==> src/rtl/rx_descrambler_pkg.sv <==
// -----------------------------------------------------------------------------
// rx_descrambler_pkg
// Shared definitions for the 802.11a RX descrambler: FSM state encoding, frame
// field lengths, LFSR geometry and the scrambler feedback function.
// No ports (package).
// -----------------------------------------------------------------------------
package rx_descrambler_pkg;

   typedef enum logic [1:0] {
      ST_IDLE = 2'd0,
      ST_SEED = 2'd1,
      ST_SVC  = 2'd2,
      ST_DATA = 2'd3
   } state_t;

   // First SEED_LEN SERVICE bits load the LFSR; SERVICE ends after SVC_LEN bits.
   localparam int SEED_LEN = 7;
   localparam int SVC_LEN  = 16;
   // Shortest frame that still carries one DATA bit.
   localparam int MIN_BITS = SVC_LEN + 1;

   // x^7 + x^4 + 1 with s[6] the oldest bit.
   localparam int LFSR_W = 7;
   localparam int TAP_A  = 6;
   localparam int TAP_B  = 3;

   function automatic logic lfsr_fb(input logic [LFSR_W-1:0] s);
      return s[TAP_A] ^ s[TAP_B];
   endfunction

endpackage

==> src/rtl/rx_descrambler_if.sv <==
// -----------------------------------------------------------------------------
// rx_descrambler_if
// Bit-stream bus of the descrambler: the pop side towards the upstream 1-bit
// async-read FIFO and the valid/ready side towards the downstream consumer.
//   fifo_data   FIFO read data (valid while fifo_rd_en=1 and !fifo_empty)
//   fifo_empty  FIFO empty flag
//   fifo_rd_en  FIFO read enable, one bit consumed per edge where it is 1
//   ready       downstream ready
//   data        descrambled bit
//   valid       data valid
//   last        final bit of the frame (with valid)
// master: the descrambler.  slave: the FIFO/consumer environment.
// -----------------------------------------------------------------------------
interface rx_descrambler_if;

   logic fifo_data;
   logic fifo_empty;
   logic fifo_rd_en;
   logic ready;
   logic data;
   logic valid;
   logic last;

   modport master (
      input  fifo_data, fifo_empty, ready,
      output fifo_rd_en, data, valid, last
   );

   modport slave (
      output fifo_data, fifo_empty, ready,
      input  fifo_rd_en, data, valid, last
   );

endinterface

==> src/rtl/rx_descrambler_lfsr7.sv <==
// -----------------------------------------------------------------------------
// rx_descrambler_lfsr7
// 7-bit descrambler LFSR. Either shifts in a received bit (seed recovery) or
// advances on its own feedback (descrambling).
//   iClk    clock, rising edge
//   iRst    asynchronous active-high reset, clears state
//   iClr    synchronous clear to zero (frame start), wins over iEn
//   iEn     shift one position this cycle
//   iLoad   1: shift in iBit, 0: shift in feedback
//   iBit    received bit used while loading
//   oFb     current feedback s[6]^s[3]
//   oState  current register contents
// -----------------------------------------------------------------------------
module rx_descrambler_lfsr7
   import rx_descrambler_pkg::*;
(
   input  logic              iClk,
   input  logic              iRst,
   input  logic              iClr,
   input  logic              iEn,
   input  logic              iLoad,
   input  logic              iBit,
   output logic              oFb,
   output logic [LFSR_W-1:0] oState
);

   logic [LFSR_W-1:0] s_q;
   logic [LFSR_W-1:0] s_d;

   assign oFb    = lfsr_fb(s_q);
   assign oState = s_q;

   always_comb begin
      s_d = s_q;
      if (iClr) begin
         s_d = '0;
      end else if (iEn) begin
         s_d = {s_q[LFSR_W-2:0], (iLoad ? iBit : oFb)};
      end
   end

   always_ff @(posedge iClk or posedge iRst) begin
      if (iRst) begin
         s_q <= '0;
      end else begin
         s_q <= s_d;
      end
   end

endmodule

==> src/rtl/rx_descrambler.sv <==
// -----------------------------------------------------------------------------
// rx_descrambler
// 802.11a RX descrambler. Pops Viterbi-decoded bits from the RX bit FIFO,
// recovers the scrambler state from the first 7 SERVICE bits, descrambles the
// rest with x^7+x^4+1 and streams the PSDU bits out with valid/ready.
//   iClk      clock, rising edge
//   iRst      asynchronous active-high reset
//   iStart    frame start pulse, accepted only while oBusy=0
//   iNumBits  total frame bits incl. 16 SERVICE bits, latched on start
//   bus       FIFO pop side + output stream (rx_descrambler_if.master)
//   oBusy     frame in progress or final bit not yet handed over
//   oDone     one-cycle pulse on the handshake of the final bit
//   oSeed     recovered scrambler state after SEED, held until next start
//   oSvcErr   sticky per frame: a descrambled SERVICE bit 7..15 was 1
// -----------------------------------------------------------------------------
module rx_descrambler
   import rx_descrambler_pkg::*;
#(
   parameter int LEN_WIDTH   = 16,
   parameter bit OUT_SERVICE = 1'b0
) (
   input  logic                 iClk,
   input  logic                 iRst,
   input  logic                 iStart,
   input  logic [LEN_WIDTH-1:0] iNumBits,
   rx_descrambler_if.master     bus,
   output logic                 oBusy,
   output logic                 oDone,
   output logic [LFSR_W-1:0]    oSeed,
   output logic                 oSvcErr
);

   state_t               state_q, state_d;
   logic [LEN_WIDTH-1:0] cnt_q, cnt_d;
   logic [LEN_WIDTH-1:0] last_idx_q, last_idx_d;
   logic                 data_q, data_d;
   logic                 valid_q, valid_d;
   logic                 last_q, last_d;
   logic [LFSR_W-1:0]    seed_q, seed_d;
   logic                 svc_err_q, svc_err_d;

   logic                 pop;
   logic                 fwd;
   logic                 busy;
   logic                 start_acc;
   logic                 cnt_at_last;
   logic                 out_bit;
   logic                 lfsr_load;
   logic                 lfsr_fb_w;
   logic [LFSR_W-1:0]    lfsr_state;
   logic [LEN_WIDTH-1:0] num_last;

   rx_descrambler_lfsr7 u_lfsr (
      .iClk   (iClk),
      .iRst   (iRst),
      .iClr   (start_acc),
      .iEn    (pop),
      .iLoad  (lfsr_load),
      .iBit   (bus.fifo_data),
      .oFb    (lfsr_fb_w),
      .oState (lfsr_state)
   );

   // Busy covers the tail where the FSM is back in IDLE but the final bit is
   // still waiting in the output register for ready.
   assign busy        = (state_q != ST_IDLE) || valid_q;
   assign start_acc   = iStart && !busy;
   assign cnt_at_last = (cnt_q == last_idx_q);

   // Short frames are stretched so DATA always carries at least one bit.
   assign num_last = (iNumBits < LEN_WIDTH'(MIN_BITS)) ? LEN_WIDTH'(MIN_BITS - 1)
                                                      : iNumBits - LEN_WIDTH'(1);

   // ---------------------------------------------------------------- state reg
   always_ff @(posedge iClk or posedge iRst) begin
      if (iRst) begin
         state_q <= ST_IDLE;
      end else begin
         state_q <= state_d;
      end
   end

   // ---------------------------------------------------------------- next state
   always_comb begin
      state_d = state_q;
      case (state_q)
         ST_IDLE: if (start_acc)                                   state_d = ST_SEED;
         ST_SEED: if (pop && (cnt_q == LEN_WIDTH'(SEED_LEN - 1)))   state_d = ST_SVC;
         ST_SVC:  if (pop && (cnt_q == LEN_WIDTH'(SVC_LEN - 1)))    state_d = ST_DATA;
         ST_DATA: if (pop && cnt_at_last)                          state_d = ST_IDLE;
         default:                                                  state_d = ST_IDLE;
      endcase
   end

   // ---------------------------------------------------------------- FSM outputs
   // The pop decision depends only on state and flags so the FIFO sees a
   // read enable that never loops back through its own data.
   always_comb begin
      pop       = 1'b0;
      lfsr_load = 1'b0;
      fwd       = 1'b0;
      if (state_q != ST_IDLE) begin
         pop = !bus.fifo_empty && (!valid_q || bus.ready);
      end
      lfsr_load = (state_q == ST_SEED);
      fwd       = pop && ((state_q == ST_DATA) || OUT_SERVICE);
   end

   // Seed bits carry no payload, so they forward as 0.
   assign out_bit = lfsr_load ? 1'b0 : (bus.fifo_data ^ lfsr_fb_w);

   // ---------------------------------------------------------------- datapath
   always_comb begin
      cnt_d      = cnt_q;
      last_idx_d = last_idx_q;
      data_d     = data_q;
      valid_d    = valid_q;
      last_d     = last_q;
      seed_d     = seed_q;
      svc_err_d  = svc_err_q;

      if (start_acc) begin
         cnt_d      = '0;
         last_idx_d = num_last;
         svc_err_d  = 1'b0;
      end else if (pop && !cnt_at_last) begin
         cnt_d = cnt_q + LEN_WIDTH'(1);
      end

      // Capture the register value the LFSR will hold after the last seed bit.
      if (pop && (state_q == ST_SEED) && (cnt_q == LEN_WIDTH'(SEED_LEN - 1))) begin
         seed_d = {lfsr_state[LFSR_W-2:0], bus.fifo_data};
      end

      if (pop && (state_q == ST_SVC) && out_bit) begin
         svc_err_d = 1'b1;
      end

      // Output register: a new bit may only land when the old one is gone,
      // which the pop condition already guarantees.
      if (fwd) begin
         data_d  = out_bit;
         valid_d = 1'b1;
         last_d  = cnt_at_last;
      end else if (valid_q && bus.ready) begin
         valid_d = 1'b0;
         last_d  = 1'b0;
      end
   end

   always_ff @(posedge iClk or posedge iRst) begin
      if (iRst) begin
         cnt_q      <= '0;
         last_idx_q <= '0;
         data_q     <= 1'b0;
         valid_q    <= 1'b0;
         last_q     <= 1'b0;
         seed_q     <= '0;
         svc_err_q  <= 1'b0;
      end else begin
         cnt_q      <= cnt_d;
         last_idx_q <= last_idx_d;
         data_q     <= data_d;
         valid_q    <= valid_d;
         last_q     <= last_d;
         seed_q     <= seed_d;
         svc_err_q  <= svc_err_d;
      end
   end

   assign bus.fifo_rd_en = pop;
   assign bus.data       = data_q;
   assign bus.valid      = valid_q;
   assign bus.last       = last_q;

   assign oBusy   = busy;
   assign oDone   = valid_q && last_q && bus.ready;
   assign oSeed   = seed_q;
   assign oSvcErr = svc_err_q;

endmodule

==> src/flat_wrapper.sv <==
// flat-port wrapper written by rule: the top's interface ports become plain ports
module rx_descrambler_flat import rx_descrambler_pkg::*;
#(
   parameter int LEN_WIDTH   = 16,
   parameter bit OUT_SERVICE = 1'b0
)
  (iClk, iRst, iStart, iNumBits, oBusy, oDone, oSeed, oSvcErr, bus_fifo_data, bus_fifo_empty, bus_ready, bus_fifo_rd_en, bus_data, bus_valid, bus_last);
  rx_descrambler_if bus_i ();
  input  logic iClk;
  input  logic iRst;
  input  logic iStart;
  input  logic [LEN_WIDTH-1:0] iNumBits;
  output logic oBusy;
  output logic oDone;
  output logic [LFSR_W-1:0] oSeed;
  output logic oSvcErr;
  input wire logic [$bits(bus_i.fifo_data)-1:0] bus_fifo_data;
  input wire logic [$bits(bus_i.fifo_empty)-1:0] bus_fifo_empty;
  input wire logic [$bits(bus_i.ready)-1:0] bus_ready;
  output wire logic [$bits(bus_i.fifo_rd_en)-1:0] bus_fifo_rd_en;
  output wire logic [$bits(bus_i.data)-1:0] bus_data;
  output wire logic [$bits(bus_i.valid)-1:0] bus_valid;
  output wire logic [$bits(bus_i.last)-1:0] bus_last;
  assign bus_i.fifo_data = bus_fifo_data;
  assign bus_i.fifo_empty = bus_fifo_empty;
  assign bus_i.ready = bus_ready;
  assign bus_fifo_rd_en = bus_i.fifo_rd_en;
  assign bus_data = bus_i.data;
  assign bus_valid = bus_i.valid;
  assign bus_last = bus_i.last;
  rx_descrambler #(.LEN_WIDTH(LEN_WIDTH), .OUT_SERVICE(OUT_SERVICE)) u_core (.iClk(iClk), .iRst(iRst), .iStart(iStart), .iNumBits(iNumBits), .bus(bus_i), .oBusy(oBusy), .oDone(oDone), .oSeed(oSeed), .oSvcErr(oSvcErr));
endmodule
==> config.mk <==
export PLATFORM = sky130hd
export DESIGN_NAME = rx_descrambler_flat
export DESIGN_NICKNAME = d
export VERILOG_FILES = /design/src/rtl/rx_descrambler_pkg.sv /design/src/rtl/rx_descrambler_if.sv /design/src/rtl/rx_descrambler_lfsr7.sv /design/src/rtl/rx_descrambler.sv /design/src/flat_wrapper.sv
export SDC_FILE = /design/constraint.sdc
export NUM_CORES = 1
export LEC_CHECK = 0
export CORE_ASPECT_RATIO = 1.25
export CORE_MARGIN = 3
export CORE_UTILIZATION = 50
export DETAILED_ROUTE_END_ITERATION = 6
export GPL_TIMING_DRIVEN = 0
export PLACE_DENSITY = 0.72
export SLEW_MARGIN = 30
export SYNTH_ARGS = -nofsm -noshare
export SYNTH_HDL_FRONTEND = slang
export SYNTH_SLANG_ARGS = --single-unit
==> constraint.sdc <==
create_clock -name iClk -period 5.5 [get_ports iClk]
set_input_delay 0.55 -clock iClk [delete_from_list [all_inputs] [get_ports iClk]]
set_output_delay 0.55 -clock iClk [all_outputs]
set_load 0.02 [all_outputs]
=== Word level (Yosys, flattened, before mapping) ===
Index checks and enable logic that the tools add are counted.

* Output and inout port bits: 14
* Word-level logic and storage cells: 69
* Register bits after elaboration: 52
* Input port bits: 22

* Order comparisons: 1
* Bitwise logic cells: 2
* $add $sub $neg: 2
* Multiplexer cells: 18
* Equality and inequality tests: 10
* Reductions and logical operators: 27

{| class="wikitable"
|+ Operator list
! cell !! number
|-
| 16-bit two-way mux || 3
|-
| 16-bit by 1-bit adder with 16-bit output, second input constant || 1
|-
| 16-bit equality test || 1
|-
| 16-bit by 3-bit equality test with 1-bit output, second input constant || 1
|-
| 16-bit by 4-bit equality test with 1-bit output, second input constant || 1
|-
| 16-bit by 5-bit less-than comparator with 1-bit output, second input constant || 1
|-
| 16-bit by 1-bit subtractor with 16-bit output, second input constant || 1
|-
| 1-bit logical AND || 14
|-
| 7-bit two-way mux || 2
|-
| 2-bit nonzero test || 5
|-
| 1-bit two-way mux || 8
|-
| 2-bit two-way mux || 4
|-
| 2-bit case mux with 4 select lines || 1
|-
| 2-bit by 1-bit inequality test with 1-bit output, second input constant || 3
|-
| 2-bit equality test, second input constant || 2
|-
| 1-bit logical NOT || 4
|-
| 4-bit AND reduction || 1
|-
| 2-bit by 1-bit equality test with 1-bit output, second input constant || 1
|-
| 2-bit logical NOT || 1
|-
| 1-bit logical OR || 2
|-
| 2-bit inequality test, second input constant || 1
|-
| 1-bit bitwise XOR || 2
|}

=== Logic depth before layout (Yosys ltp) ===
* Depth after elaboration: 7
* Gate-level depth with buffers: 9
* Gate-level depth less buffers: 8

=== Hierarchy ===
From an unflattened synthesis, not the netlist that was laid out.

* Cell total of the unflattened synthesis: 295
* Area total of the unflattened synthesis: 2,885.3 um^2

{| class="wikitable"
|+ Modules (own cells, without submodules)
! module !! seq. area each (um^2) !! area each (um^2) !! cells each !! times used
|-
| rx_descrambler || 1,126.1 || 2,565.0 || 268 || 1
|-
| rx_descrambler_lfsr7 || 175.2 || 320.3 || 27 || 1
|}

=== Worst setup path after synthesis ===
Ideal clock, no wire load.

* Path type: register -> register
* From: register u_core.state_q[0]
* To: register u_core.state_q[1]
* Cell stages (with the launch flop): 9
* Library setup time: 0.128 ns
* Clock period less this slack: 2.174 ns
* Buffers on the path: 1
* Required time: 5.372 ns
* Slack: 3.326 ns
* Data arrival time: 2.046 ns
* Cells stage by stage: dfrtp_1 > inv_1 > ha_1 > nand2b_1 > or2_2 > clkbuf_1 > a22o_1 > a211oi_2 > mux2_1

* Cells in the longest elaborated chain, start to end: 6
* Elaborated cells between the ends (all ways): 18
* Those cells by class: eq/ne (7); mux (2); reduce/logical (9)

{| class="wikitable"
|+ RTL lines
! element !! RTL line !! RTL
|-
| from (decl) || rx_descrambler.sv:33 || <nowiki>state_t state_q, state_d;</nowiki>
|-
| from (signal assigned) || rx_descrambler.sv:79 || <nowiki>state_q <= state_d;</nowiki>
|-
| 2-bit nonzero test || rx_descrambler.sv:66 || <nowiki>assign busy = (state_q != ST_IDLE) || valid_q;</nowiki>
|-
| 1-bit logical OR || rx_descrambler.sv:66 ||
|-
| net oBusy || flat_wrapper.sv:13 || <nowiki>output logic oBusy;</nowiki>
|-
| 1-bit logical NOT || rx_descrambler.sv:67 || <nowiki>assign start_acc = iStart && !busy;</nowiki>
|-
| 1-bit logical AND || rx_descrambler.sv:67 ||
|-
| 2-bit by 1-bit inequality test with 1-bit output (no source line) || n/a ||
|-
| 4-bit AND reduction (no source line) || n/a ||
|}

The timed path passes the listed nets, and every way through them passes these cells.
A chain may end at the register's enable or synchronous reset.

=== Worst setup path in the final report ===
* From: register u_core.state_q[0]
* To: output port bus_fifo_rd_en

* Cells in the longest elaborated chain, start to end: 2

{| class="wikitable"
|+ RTL lines
! element !! RTL line !! RTL
|-
| 2-bit nonzero test || rx_descrambler.sv:102 || <nowiki>if (state_q != ST_IDLE) begin</nowiki>
|-
| 1-bit two-way mux || rx_descrambler.sv:102 ||
|-
| to (decl) || flat_wrapper.sv:20 || <nowiki>output wire logic [$bits(bus_i.fifo_rd_en)-1:0] bus_fifo_rd_en;</nowiki>
|}

Every way passes these cells.

==> metrics.md <==
| Metric | Value |
|---|---|
| Area Growth Syn to Fin | 18.5% |
| #FFs+latches synth | 52 |
| Hpwl dp | 4280 um |
| Critical Path AT | 2.51 ns |
| Routed WL | 5570 um |
| Vias in the first global route | 2063 |
| Initial antenna violation count | 0 |
| Root Buffer | clkbuf_8 |
| Antenna Violating Nets Remaining | 0 |
| DR pass1 iterations | 4 |
| Max-slew violations | 0 |
| Sequential power share | 42.6% |
| Largest net degree at the start of global routing | 53 |
| Cell Rows | 30 |
| Setup TNS | 0 ns |
| Post-CTS Hold Buffers | 0 |
| XOR/XNOR share of the synthesized area | 10.4% |
| Clock buffer depth | 2 |
| IO Pins | 36 |
| Layout cells sized above 1 | 10.2% |
| Mean Syn Cell Area | 9.84 sq um |
| Status | finished, final reports clean |
| Post-CTS Setup Bufs | 0 |
| Core area | 0.00548 sq mm |
| Crit path kind | reg2out |
| Worst path slowest cell | clkdlybuf4s50_1 |
| Distinct cells, synth | 45 |
| Commonest non-fill, non-tap cells in the layout | nand2_1 (53), dfrtp_1 (52), clkdlybuf4s50_1 (35), xor2_1 (20), nor2_1 (17) |
| Sw frac | 39.7% |
| Post-Layout Cell Count | 397 |
| Leakage | 1.56 nW |
| Adder-cell share of the synthesized area | 3.07% |
| Clock Skew | 0.0147 ns |
| Asr flop ratio synth | 100% |
| Average wire per standard cell | 14.0 um |
| Combinational power share | 41.3% |
| Layout Nets | 361 |
| Fmax | 0.327 GHz |
| H-tree Lvls | 2 |
| Register area share after synthesis | 45.6% |
| Final worst path period share | 55.7% |
| Power Internal | 0.865 mW |
| Synth Area in Compound Gates | 8.25% |
| Setup violators final | 0 |
| CTS sink cnt | 52 |
| Clk pwr share | 16.0% |
| Clock slew at reported path FFs | 0.11 ns |
| Synth Flop Type | dfrtp_1 |
| Initial Util | 52.1% |
| Start point of the critical path | u_core.state_q[0] |
| Net load switching power | 0.570 mW |
| Reg2reg start | u_core.state_q[0] |
| DIE WIDTH | 73.6 um |
| Tmin final | 3.06 ns |
| Mux share of post-synthesis cell area | 7.41% |
| Crit Path Max Fanout | 10 |
| Power Density | 425 mW/mm^2 |
| Aggregate global-route resource usage | 18.0% |
| Max IR drop VDD | 0.000148 V |
| Syn Std Cell Area | 0.00285 sq mm |
| Gpl congestion | 0.873 |
| Final hold vios | 0 |
| CTS tree | done |
| Yosys warns | 0 |
| Worst-Margin Slew | 0.636 ns |
| Total CTS buffers | 5 |
| Clk_lat worst skew | 0.32 ns |
| Via Count | 2142 |
| Hold/Removal Path Class | reg2reg |
| Slew margin rel. | 57.6% |
| CP required | 4.95 ns |
| First-pass GRT wire length | 9520 um |
| DRC | 0 |
| R2R Setup Slk | 3.22 ns |
| CP max stage delay | 0.70 ns |
| Vias per cell | 5.40 |
| # resized after CTS | 0 |
| Syn nets | 319 |
| Reg2reg path depth | 8 |
| Cell Chain, Critical Path | inv_1 -> ha_1 -> nor2_1 -> nand2_1 -> inv_1 -> clkbuf_1 -> clkdlybuf4s50_1 |
| Synth Area in Simple Gates | 22.3% |
| CP Capture Point | bus_fifo_rd_en |
| 1st-iter DRT viols | 143 |
| Fin worst setup slack | 2.44 ns |
| Startpoint types | flip-flop |
| Place WS | 2.49 ns |
| Ant diodes | 0 |
| Syn Inst Count | 290 |
| Crit. End Element | output port |
| Dpl cells | 389 |
| Die Area | 0.00665 sq mm |
| Most used cell, CP | inv_1 |
| Post-synth EDFFs | 0 |
| Most common cell after layout, fill and taps aside | nand2_1 |
| MaxCap Viol Count | 0 |
| Largest family of logic cells by synthesized area | simple AND/OR/NAND/NOR gates |
| Die Span Y | 90.5 um |
| RSZ-0062 raised after global routing | no |
| Buffers added on ports | 35 |
| Crit Reg-Reg Endpoint | u_core.state_q[1] |
| Grt total ovfl | 0 |
## worst min path at each step
stage | startpoint | to | cells after the start | slack, ns
3_5_place_dp | u_core.u_lfsr.oState[2] | u_core.u_lfsr.oState[3] | 2 | 0.48
3_3_place_gp | u_core.oSvcErr | u_core.oSvcErr | 1 | 0.48
6_report | u_core.u_lfsr.oState[2] | u_core.u_lfsr.oState[3] | 2 | 0.49
4_1_cts | u_core.u_lfsr.oState[2] | u_core.u_lfsr.oState[3] | 2 | 0.50
5_1_grt | u_core.oSeed[6] | u_core.oSeed[6] | 1 | 0.53
2_1_floorplan | u_core.u_lfsr.oState[2] | u_core.u_lfsr.oState[3] | 2 | 0.46
## flip-flops by register name, summed over array words and instances, names as in the netlist
name,flops
u_core.bus.data,1
u_core.cnt_q,16
u_core.bus.valid,1
u_core.state_q,2
u_core.last_idx_q,16
u_core.u_lfsr.oState,7
u_core.oSvcErr,1
u_core.oSeed,7
u_core.bus.last,1
## logic make-up (layout without fill, tap and decap cells)
family | Yosys count | after routing
flip-flops | 52 | 52
AND/OR/NAND/NOR | 120 | 120
AO/OA/AOI/OAI | 36 | 36
adder cells (fa/ha/maj) | 7 | 7
buffers and inverters | 21 | 64
XOR/XNOR | 34 | 34
multiplexers | 20 | 20
## per-stage QoR
| step | util (%) | hold WS [ns] | instance area [sq um] | total power [mW] |
|---|---|---|---|---|
| 2_1_floorplan | - | 0.455 | 2850 | 1.02 |
| 3_3_place_gp | 59.9 | 0.482 | 3280 | 1.20 |
| 3_5_place_dp | 60.0 | 0.481 | 3290 | 1.22 |
| 4_1_cts | 61.7 | 0.497 | 3380 | 1.45 |
| 5_1_grt | 61.7 | 0.532 | 3380 | 1.54 |
| 6_report | 61.7 | 0.493 | 3380 | 1.43 |
## cell usage after synthesis (all sizes together) (2+ instances only)
| library cell | count | area share (%) |
|---|---|---|
| xnor2 | 14 | 4.3 |
| nor4 | 9 | 3.4 |
| a211oi | 2 | 0.70 |
| nand3 | 7 | 1.2 |
| nor3 | 7 | 1.6 |
| clkbuf | 7 | 0.92 |
| buf | 3 | 0.53 |
| and3 | 5 | 1.1 |
| inv | 11 | 1.4 |
| and4 | 3 | 1.0 |
| and2 | 2 | 0.44 |
| or3 | 3 | 0.83 |
| mux2i | 11 | 3.9 |
| dfrtp | 52 | 46 |
| nor2 | 17 | 2.2 |
| a21oi | 6 | 1.1 |
| mux2 | 9 | 3.6 |
| xor2 | 20 | 6.1 |
| nand2 | 53 | 7.0 |
| o21ai | 19 | 3.3 |
| nand2b | 4 | 0.88 |
| ha | 7 | 3.1 |
| nand4 | 5 | 1.1 |
## metal layers
metal	track usage, %	vias up	part of all wire [%]
li1	-	1087	-
met1	22.5	1006	43
met2	31.4	44	51
met3	2.67	5	3.9
met4	5.29	0	1.2
met5	0	-	0
## worst max-delay path, delay by kind of cell, from the launching register on
| kind | cells | cell delay [ns] |
|---|---|---|
| simple gates | 2 | 0.27 |
| fa+ha+maj | 1 | 0.26 |
| buf+inv | 4 | 1.28 |
| flops | 1 | 0.40 |
## cell type report
type	count	area, sq um
Multi-Input combinational cell	217	1470
Inverter	11	43.8
Sequential cell	52	1300
Tap cell	64	80.1
Buffer	10	41.3
Fill cell	466	2100
Clock buffer	5	68.8
Timing Repair Buffer	35	350
Clock inverter	3	25.0
## power groups by stage
stage,combinational (mW),clock (mW),sequential [mW]
5_1_grt,0.668,0.246,0.630
3_3_place_gp,0.584,0,0.617
2_1_floorplan,0.389,0,0.630
4_1_cts,0.599,0.235,0.613
3_5_place_dp,0.598,0,0.620
6_report,0.593,0.230,0.612
Note: power is estimated with default switching activity, not from simulation.
